--- src/rtl/mips_pipe_pkg.sv ---
`default_nettype none
// ============================================================================
// Module      : mips_pipe_pkg
// Description : Shared definitions for the 5-stage MIPS pipeline control.
//               Holds the front-end freeze FSM state type, default address
//               and register-specifier widths, and the zero-register index.
// Revision    : 1.0 - initial release
// ============================================================================
package mips_pipe_pkg;

    // Front-end freeze FSM: RUN = normal flow, WAIT = frozen on memory busy.
    typedef enum logic [0:0] {
        RUN  = 1'b0,
        WAIT = 1'b1
    } fetch_state_t;

    localparam int ADDR_W_DEFAULT = 10;
    localparam int REG_W_DEFAULT  = 5;

    // $zero is hard-wired, so a load targeting it never creates a hazard.
    localparam int unsigned REG_ZERO = 0;

endpackage : mips_pipe_pkg
`default_nettype wire

--- src/rtl/sat_counter.sv ---
`default_nettype none
// ============================================================================
// Module      : sat_counter
// Description : Saturating up-counter used for bring-up statistics. Stops at
//               all-ones and never wraps.
// Ports       : clk   - clock
//               reset - synchronous active-high reset, clears the count
//               inc   - count enable for this cycle
//               count - current count value
// Revision    : 1.0 - initial release
// ============================================================================
module sat_counter #(
    parameter int CNT_W = 16
) (
    input  logic             clk,
    input  logic             reset,
    input  logic             inc,
    output logic [CNT_W-1:0] count
);

    logic [CNT_W-1:0] r_count;

    always_ff @(posedge clk) begin
        if (reset) begin
            r_count <= '0;
        end else if (inc && (r_count != {CNT_W{1'b1}})) begin
            r_count <= r_count + 1'b1;
        end
    end

    assign count = r_count;

endmodule : sat_counter
`default_nettype wire

--- src/rtl/fetch_hazard_ctrl.sv ---
`default_nettype none
// ============================================================================
// Module      : fetch_hazard_ctrl
// Description : Front-end pipeline control for the 5-stage MIPS core. Decides
//               each cycle whether the PC advances, holds or is redirected.
//               Detects load-use hazards, freezes on memory busy, remembers a
//               branch/jump redirect that arrives while frozen, and keeps
//               saturating stall / redirect statistics counters.
// Config      : HAZARD_DELAY_SLOT_EN - when defined, redirects keep the
//               already-fetched instruction (branch delay slot); otherwise
//               the wrong-path instruction in IF/ID is flushed.
// Ports       : clk, reset (sync, active-high)
//               id_rs, id_rt, id_uses_rt       - ID-stage operand specifiers
//               ex_mem_read, ex_rt             - load in EX and its target
//               mem_busy                       - memory not ready, freeze
//               branch_taken/branch_address    - ID branch resolution
//               jump/jump_address              - ID jump
//               pc_write, redirect_valid, redirect_address
//               if_id_write, if_id_flush, id_ex_flush
//               stall_cnt, redirect_cnt        - statistics (1-cycle latency)
// Revision    : 1.0 - initial release
// ============================================================================
module fetch_hazard_ctrl
    import mips_pipe_pkg::*;
#(
    parameter int ADDR_W = ADDR_W_DEFAULT,
    parameter int REG_W  = REG_W_DEFAULT,
    parameter int CNT_W  = 16
) (
    input  logic              clk,
    input  logic              reset,
    input  logic [REG_W-1:0]  id_rs,
    input  logic [REG_W-1:0]  id_rt,
    input  logic              id_uses_rt,
    input  logic              ex_mem_read,
    input  logic [REG_W-1:0]  ex_rt,
    input  logic              mem_busy,
    input  logic              branch_taken,
    input  logic [ADDR_W-1:0] branch_address,
    input  logic              jump,
    input  logic [ADDR_W-1:0] jump_address,
    output logic              pc_write,
    output logic              redirect_valid,
    output logic [ADDR_W-1:0] redirect_address,
    output logic              if_id_write,
    output logic              if_id_flush,
    output logic              id_ex_flush,
    output logic [CNT_W-1:0]  stall_cnt,
    output logic [CNT_W-1:0]  redirect_cnt
);

`ifdef HAZARD_DELAY_SLOT_EN
    localparam logic c_FLUSH_ON_REDIRECT = 1'b0;
`else
    localparam logic c_FLUSH_ON_REDIRECT = 1'b1;
`endif

    fetch_state_t      r_state;
    fetch_state_t      w_state_next;
    logic              r_pend_valid;
    logic [ADDR_W-1:0] r_pend_addr;

    logic              w_load_use;
    logic              w_live;
    logic [ADDR_W-1:0] w_live_addr;
    logic              w_apply;

    assign w_load_use = ex_mem_read && (ex_rt != REG_W'(REG_ZERO)) &&
                        ((ex_rt == id_rs) || (id_uses_rt && (ex_rt == id_rt)));

    // Jump wins over a taken branch when both resolve in the same cycle.
    assign w_live      = jump | branch_taken;
    assign w_live_addr = jump ? jump_address : branch_address;

    // Output decision, priority reset > busy > load-use > redirect > normal.
    always_comb begin
        pc_write         = 1'b1;
        if_id_write      = 1'b1;
        if_id_flush      = 1'b0;
        id_ex_flush      = 1'b0;
        redirect_valid   = 1'b0;
        redirect_address = '0;
        w_apply          = 1'b0;
        if (reset) begin
            pc_write    = 1'b0;
            if_id_write = 1'b0;
            if_id_flush = 1'b1;
            id_ex_flush = 1'b1;
        end else if (mem_busy) begin
            pc_write    = 1'b0;
            if_id_write = 1'b0;
        end else if (w_load_use) begin
            // Branch operands are stale here; ID re-resolves next cycle.
            pc_write    = 1'b0;
            if_id_write = 1'b0;
            id_ex_flush = 1'b1;
        end else if (w_live || r_pend_valid) begin
            // A freshly resolved redirect supersedes the remembered one.
            redirect_valid   = 1'b1;
            redirect_address = w_live ? w_live_addr : r_pend_addr;
            if_id_flush      = c_FLUSH_ON_REDIRECT;
            w_apply          = 1'b1;
        end
    end

    always_comb begin
        w_state_next = r_state;
        case (r_state)
            RUN:     w_state_next = mem_busy ? WAIT : RUN;
            WAIT:    w_state_next = mem_busy ? WAIT : RUN;
            default: w_state_next = RUN;
        endcase
    end

    always_ff @(posedge clk) begin
        if (reset) begin
            r_state <= RUN;
        end else begin
            r_state <= w_state_next;
        end
    end

    // Pending redirect: captured while frozen (latest wins), consumed once.
    always_ff @(posedge clk) begin
        if (reset) begin
            r_pend_valid <= 1'b0;
            r_pend_addr  <= '0;
        end else if (mem_busy && w_live) begin
            r_pend_valid <= 1'b1;
            r_pend_addr  <= w_live_addr;
        end else if (w_apply) begin
            r_pend_valid <= 1'b0;
        end
    end

    sat_counter #(
        .CNT_W (CNT_W)
    ) u_stall_cnt (
        .clk   (clk),
        .reset (reset),
        .inc   (!reset && !pc_write),
        .count (stall_cnt)
    );

    sat_counter #(
        .CNT_W (CNT_W)
    ) u_redirect_cnt (
        .clk   (clk),
        .reset (reset),
        .inc   (w_apply),
        .count (redirect_cnt)
    );

endmodule : fetch_hazard_ctrl
`default_nettype wire

--- config.mk ---
export PLATFORM = sky130hd
export DESIGN_NAME = fetch_hazard_ctrl
export DESIGN_NICKNAME = d
export VERILOG_FILES = /design/src/rtl/mips_pipe_pkg.sv /design/src/rtl/sat_counter.sv /design/src/rtl/fetch_hazard_ctrl.sv
export SDC_FILE = /design/constraint.sdc
export NUM_CORES = 1
export LEC_CHECK = 0
export BUFFER_PORTS_ARGS = -buffer_cell sky130_fd_sc_hd__buf_2
export CAP_MARGIN = 20
export CORE_ASPECT_RATIO = 0.5
export CORE_MARGIN = 4
export CORE_UTILIZATION = 54
export DETAILED_ROUTE_END_ITERATION = 12
export PLACE_DENSITY = 0.83
export SLEW_MARGIN = 20
export SYNTH_ARGS = -nofsm -noshare
export SYNTH_HDL_FRONTEND = slang
export SYNTH_SLANG_ARGS = --single-unit
--- constraint.sdc ---
create_clock -name clk -period 2.95 [get_ports clk]
set_input_delay 0.1475 -clock clk [delete_from_list [all_inputs] [get_ports clk]]
set_output_delay 0.1475 -clock clk [all_outputs]
set_load 0.01 [all_outputs]
==> flow_summary.toml, run 1 <==
[sta]
period_needed_ns = 2.26
fmax_ghz = 0.442
slew_headroom_pct = 38.0
fin_crit_sh_pct = 76.6
worst_slew_pin_slew_ns = 0.930
rsz0062_at_grt = "no"
setup_tns_ns = 0
setup_viol = 0
finalHoldViolCount = 0
slew_viol_final = 0
skew_ns = 0.00458
fin_ws_ns = 0.689

[clock_network]
cts_inserted_buffers = 5
cts_resized = 0
root_buffer = "clkbuf_8"
h-tree-depth = 2
post_cts_buffers = 0
clkLatencyLatePin_ns = 0.30
cts_hold_buf = 0
cts_tree = "done"
clock-sinks = 43
path_clk_slew_ns = 0.08
cts_buffer_depth = 2

[pwr]
ir_worst_vdd_uv = 268
leakage_uw = 0.00137
power_density_nw_per_um2 = 420

[critical_path]
path_delay_family = "compound AO/OA/AOI/OAI gates"
cp-start-kind = "flop"
r2r_end = "u_stall_cnt.count[1]"
r2r_slack_ns = 0.69
critPathKind = "reg2reg"
critPathLaunch = "u_stall_cnt.count[0]"
cp-end-kind = "flop"
r2r-start = "u_stall_cnt.count[0]"
ff2ff_path_depth = 8
critical_path.cell_chain = "ha_1 -> nand2_1 -> nor2_1 -> a31oi_1 -> a31oi_2 -> buf_4 -> nor2b_1 -> a31o_2"
cpMaxStageDelayCell = "dfxtp_1"
cp-endpoint = "u_stall_cnt.count[1]"
worst-endpoint-required_ns = 3.15
worst-path-stages = 8
max_stage_delay_ns = 0.39
critPathBufInv = 1
arrival_ns = 2.46
path_max_fanout = 25

[grt]
grt_max_degree = 54
antenna_found_initial = 0
grt_remaining_overflow = 0
grt_use_total_pct = 21.0
grt_pass1_vias = 2453
grt_first_pass_wirelength_mm = 10.3

[final_layout]
mostFrequentLayoutCells = "88 x buf_2, 54 x nor2_1, 43 x dfxtp_1, 28 x a21oi_1, 21 x mux2i_1"
fill_cells = 362
n_antenna_cell = 0
final_nets = 435
layout_commonest_cell = "buf_2"
final_area_um2 = 3080
layout-drive-gt1-share_pct = 30.4
area_growth_pct = 23.4

[logic_synthesis]
yosysWarnings = 0
syn-num-nets = 354
ys_async_sr_fraction_pct = 0
synth_edf_count = 0
syn_area_um2 = 2490
synth_cell_types = 41
synth_flop_cell = "dfxtp_1"
avgSynthCellArea_um2 = 8.04
synth_seq_cells = 43
syn_inst = 310
synth_seq_area_share_pct = 34.5

[detailed_routing]
wl_per_cell_um = 13.5
antenna_left = 0
first_iter_violations = 91
vias = 2534
dr.pass1.iters = 4
viasPerCell = 5.64
wl_mm = 6.07
drc = 0

[floorplan]
ios = 89
die_h_um = 56.0
dieArea_um2 = 5830
core_um2 = 4420
rows = 17
die_w_um = 104
start_util_pct = 56.3

[min_path]
worstHoldPathType = "in2reg"
holdPathStages = 3

[status]
status = "complete, no violations"

[placement]
gp_congestion = 0.862
port_buffers = 88
place_area_um2 = 2960
dp_hpwl_mm = 4.50
place_ws_ns = 0.681

[flow_run]
maxCapViolCount = 0
[power breakdown]
group	internal, µW	switching [µW]	total (µW)
combinational	88.5	112	201
sequential	598	13.6	611
clock	274	207	481
total	960	333	1290
[worst register-to-register path: stages (launching register included)]
cell	delay [ns]
dfxtp_1	0.39
ha_1	0.21
nand2_1	0.11
nor2_1	0.33
a31oi_1	0.16
a31oi_2	0.37
buf_4	0.30
nor2b_1	0.08
a31o_2	0.21
[per-layer routing]
metal | part of all wire [%] | vias up | global-route usage (%)
li1 | - | 1270 | -
met1 | 43 | 1190 | 24.1
met3 | 5.1 | 11 | 5.79
met5 | 0 | - | 0
met4 | 1.1 | 0 | 6.63
met2 | 51 | 63 | 38.3
[layout make-up]
cell class	count	area, µm²	area share (%)
sequential	43	861	28.0
clock inverter	2	35.0	1.14
tap	57	71.3	2.32
timing repair buffer	93	478	15.5
clock buffer	6	82.6	2.69
inverter	5	18.8	0.610
multi-input combinational	243	1530	49.7
[synth_stat cells, drive strengths merged, types with 3 or more instances]
cell type	instances	area share, %
nor2	54	8.1
clkbuf	12	1.8
nor2b	12	3.0
or4	4	1.2
a31o	4	1.4
inv	4	0.60
nand4	11	2.8
dfxtp	43	35
nand2	20	3.0
a31oi	3	0.75
or3	8	2.0
o31ai	5	1.5
and2	3	0.80
o21ai	11	2.2
nand3	8	1.6
buf	7	1.8
a211oi	10	3.0
mux2	10	4.5
and3	3	0.75
a21oi	28	5.6
mux2i	21	8.4
xnor2	11	3.9
[metrics by stage]
| step | power [µW] | utilization (%) | std cells | hold WS, ns |
|---|---|---|---|---|
| CTS | 1300 | 69.5 | 449 | 0.177 |
| finish | 1290 | 69.5 | 449 | 0.182 |
| detailed placement | 825 | 66.9 | 441 | 0.474 |
| global route | 1350 | 69.5 | 449 | 0.199 |
| global placement | 815 | 66.9 | 441 | 0.470 |
| floorplan | 754 | - | 310 | 0.330 |
[worst min path at each step]
stage                            from             end  slack, ns
finish                       mem_busy    r_pend_valid       0.18
global route        branch_address[7]  r_pend_addr[7]       0.20
CTS                          mem_busy    r_pend_valid       0.18
detailed placement           mem_busy    r_pend_valid       0.47
global placement             mem_busy    r_pend_valid       0.47
floorplan                    mem_busy    r_pend_valid       0.33
[flip-flops by register name, summed over array words and instances, names as in the netlist]
register              cells
r_pend_addr              10
r_pend_valid              1
u_redirect_cnt.count     16
u_stall_cnt.count        16
[logic make-up (layout without fill, tap and decap cells)]
logic type               count (synthesis)  after routing  synth area share, %
AO/OA/AOI/OAI                           70             70                 18.2
XOR/XNOR                                12             12                 4.22
adder cells (fa/ha/maj)                  2              2                 1.00
buffers and inverters                   24            106                 4.37
flip-flops                              43             43                 34.5
multiplexers                            31             31                 13.0
AND/OR/NAND/NOR                        128            128                 24.7
(Power assumes the default switching activity.)
==> inputs of run 2 (changes only) <==
- CORE_UTILIZATION: 54 -> 50
- PLACE_DENSITY: 0.83 -> 0.77
- clock period: 2.95 -> 2.2 ns (I/O delays scaled with it)
==> flow_summary.toml, run 2 (synthesis gave the netlist of run 1 again) <==
[status]
status = "complete, no violations"

[detailed_routing]
wl_mm = 6.40
dr.pass1.iters = 4
wl_per_cell_um = 13.7
vias = 2552
drc = 0
antenna_left = 0
first_iter_violations = 151
viasPerCell = 5.46

[floorplan]
die_w_um = 108
rows = 17
dieArea_um2 = 6250
ios = 89
start_util_pct = 54.2
die_h_um = 57.9
core_um2 = 4590

[sta]
rsz0062_at_grt = "no"
setup_viol = 0
fmax_ghz = 0.489
period_needed_ns = 2.04
finalHoldViolCount = 0
setup_tns_ns = 0
fin_crit_sh_pct = 92.9
skew_ns = 0.00803
slew_viol_final = 0
fin_ws_ns = 0.157
slew_headroom_pct = 64.4
worst_slew_pin_slew_ns = 0.530

[clock_network]
cts_tree = "done"
h-tree-depth = 2
clkLatencyLatePin_ns = 0.29
clock-sinks = 43
cts_buffer_depth = 2
root_buffer = "clkbuf_8"
cts_inserted_buffers = 5
path_clk_slew_ns = 0.08
post_cts_buffers = 0

[final_layout]
fin_util_pct = 68.5
layout_commonest_cell = "buf_2"
area_growth_pct = 26.3
final_nets = 444
n_antenna_cell = 0
final_area_um2 = 3150
mostFrequentLayoutCells = "88 x buf_2, 53 x nor2_1, 43 x dfxtp_1, 28 x a21oi_1, 21 x mux2i_1"
layout-drive-gt1-share_pct = 32.4

[pwr]
leakage_uw = 0.00140
power_density_nw_per_um2 = 508
ir_worst_vdd_uv = 374

[min_path]
worstHoldPathType = "in2reg"
holdPathStages = 3

[critical_path]
path_max_fanout = 8
cp-end-kind = "flop"
r2r_slack_ns = 0.16
arrival_ns = 2.27
ff2ff_path_depth = 8
critPathKind = "reg2reg"
worst-endpoint-required_ns = 2.42
cp-start-kind = "flop"

[grt]
grt_max_degree = 34
grt_pass1_vias = 2479
grt_use_total_pct = 20.2
grt_remaining_overflow = 0
grt_first_pass_wirelength_mm = 10.6
antenna_found_initial = 0

[placement]
place_area_um2 = 3050
place_ws_ns = 0.0867
dp_hpwl_mm = 4.95
port_buffers = 88
gp_congestion = 0.768

[flow_run]
maxCapViolCount = 0
run 2: area by class of cell:
cell class | count | area [µm²]
fillers | 406 | 1450
flip-flops and latches | 43 | 861
clock inverters | 1 | 5.00
repair buffers | 102 | 558
clock buffers | 7 | 76.3
inverters | 5 | 18.8
well taps | 66 | 82.6
multi-input cells | 243 | 1550
run 2: timing repair:
item | in CTS | in global routing
hold buffers | 0 | 0
gates resized for setup | 0 | 4
endpoints found under the setup margin | 0 | 7
run 2: path summary, 6_finish.rpt:
path | from | endpoint
setup / recovery | u_stall_cnt.count[1] | u_stall_cnt.count[9]
hold / removal | branch_address[4] | r_pend_addr[4]
setup reg to reg | u_stall_cnt.count[1] | u_stall_cnt.count[9]
hold reg to reg | r_pend_addr[3] | r_pend_addr[3]
run 2: report_power, final:
group          leakage, µW  internal (µW)  total (µW)  switching (µW)
clock            0.0000422            223         492             269
sequential        0.000349            801         819            17.5
combinational      0.00101            130         286             156
run 2: routing by layer:
metal / wire, µm / vias up / part of all wire (%) / global-route usage (%)
met5: 0 / - / 0 / 0
met3: 246 / 7 / 3.8 / 4.56
met2: 3280 / 48 / 51 / 37.5
met4: 48 / 0 / 0.75 / 6.12
met1: 2830 / 1202 / 44 / 23.6
li1: - / 1295 / - / -
run 2: through the flow:
stage	hold WS (ns)	cells	total power, µW
2_1_floorplan	0.278	310	1010
3_3_place_gp	0.442	459	1110
3_5_place_dp	0.469	459	1120
4_1_cts	0.161	467	1610
5_1_grt	0.156	467	1680
6_report	0.163	467	1600
run 2: critical path: stages (launching register included):
cell and delay [ns]:
dfxtp_1 0.35, ha_1 0.22, nand2_2 0.11, nor2_2 0.08, a311oi_2 0.30, a31oi_2 0.09
buf_4 0.20, or4_1 0.46, a21oi_1 0.16
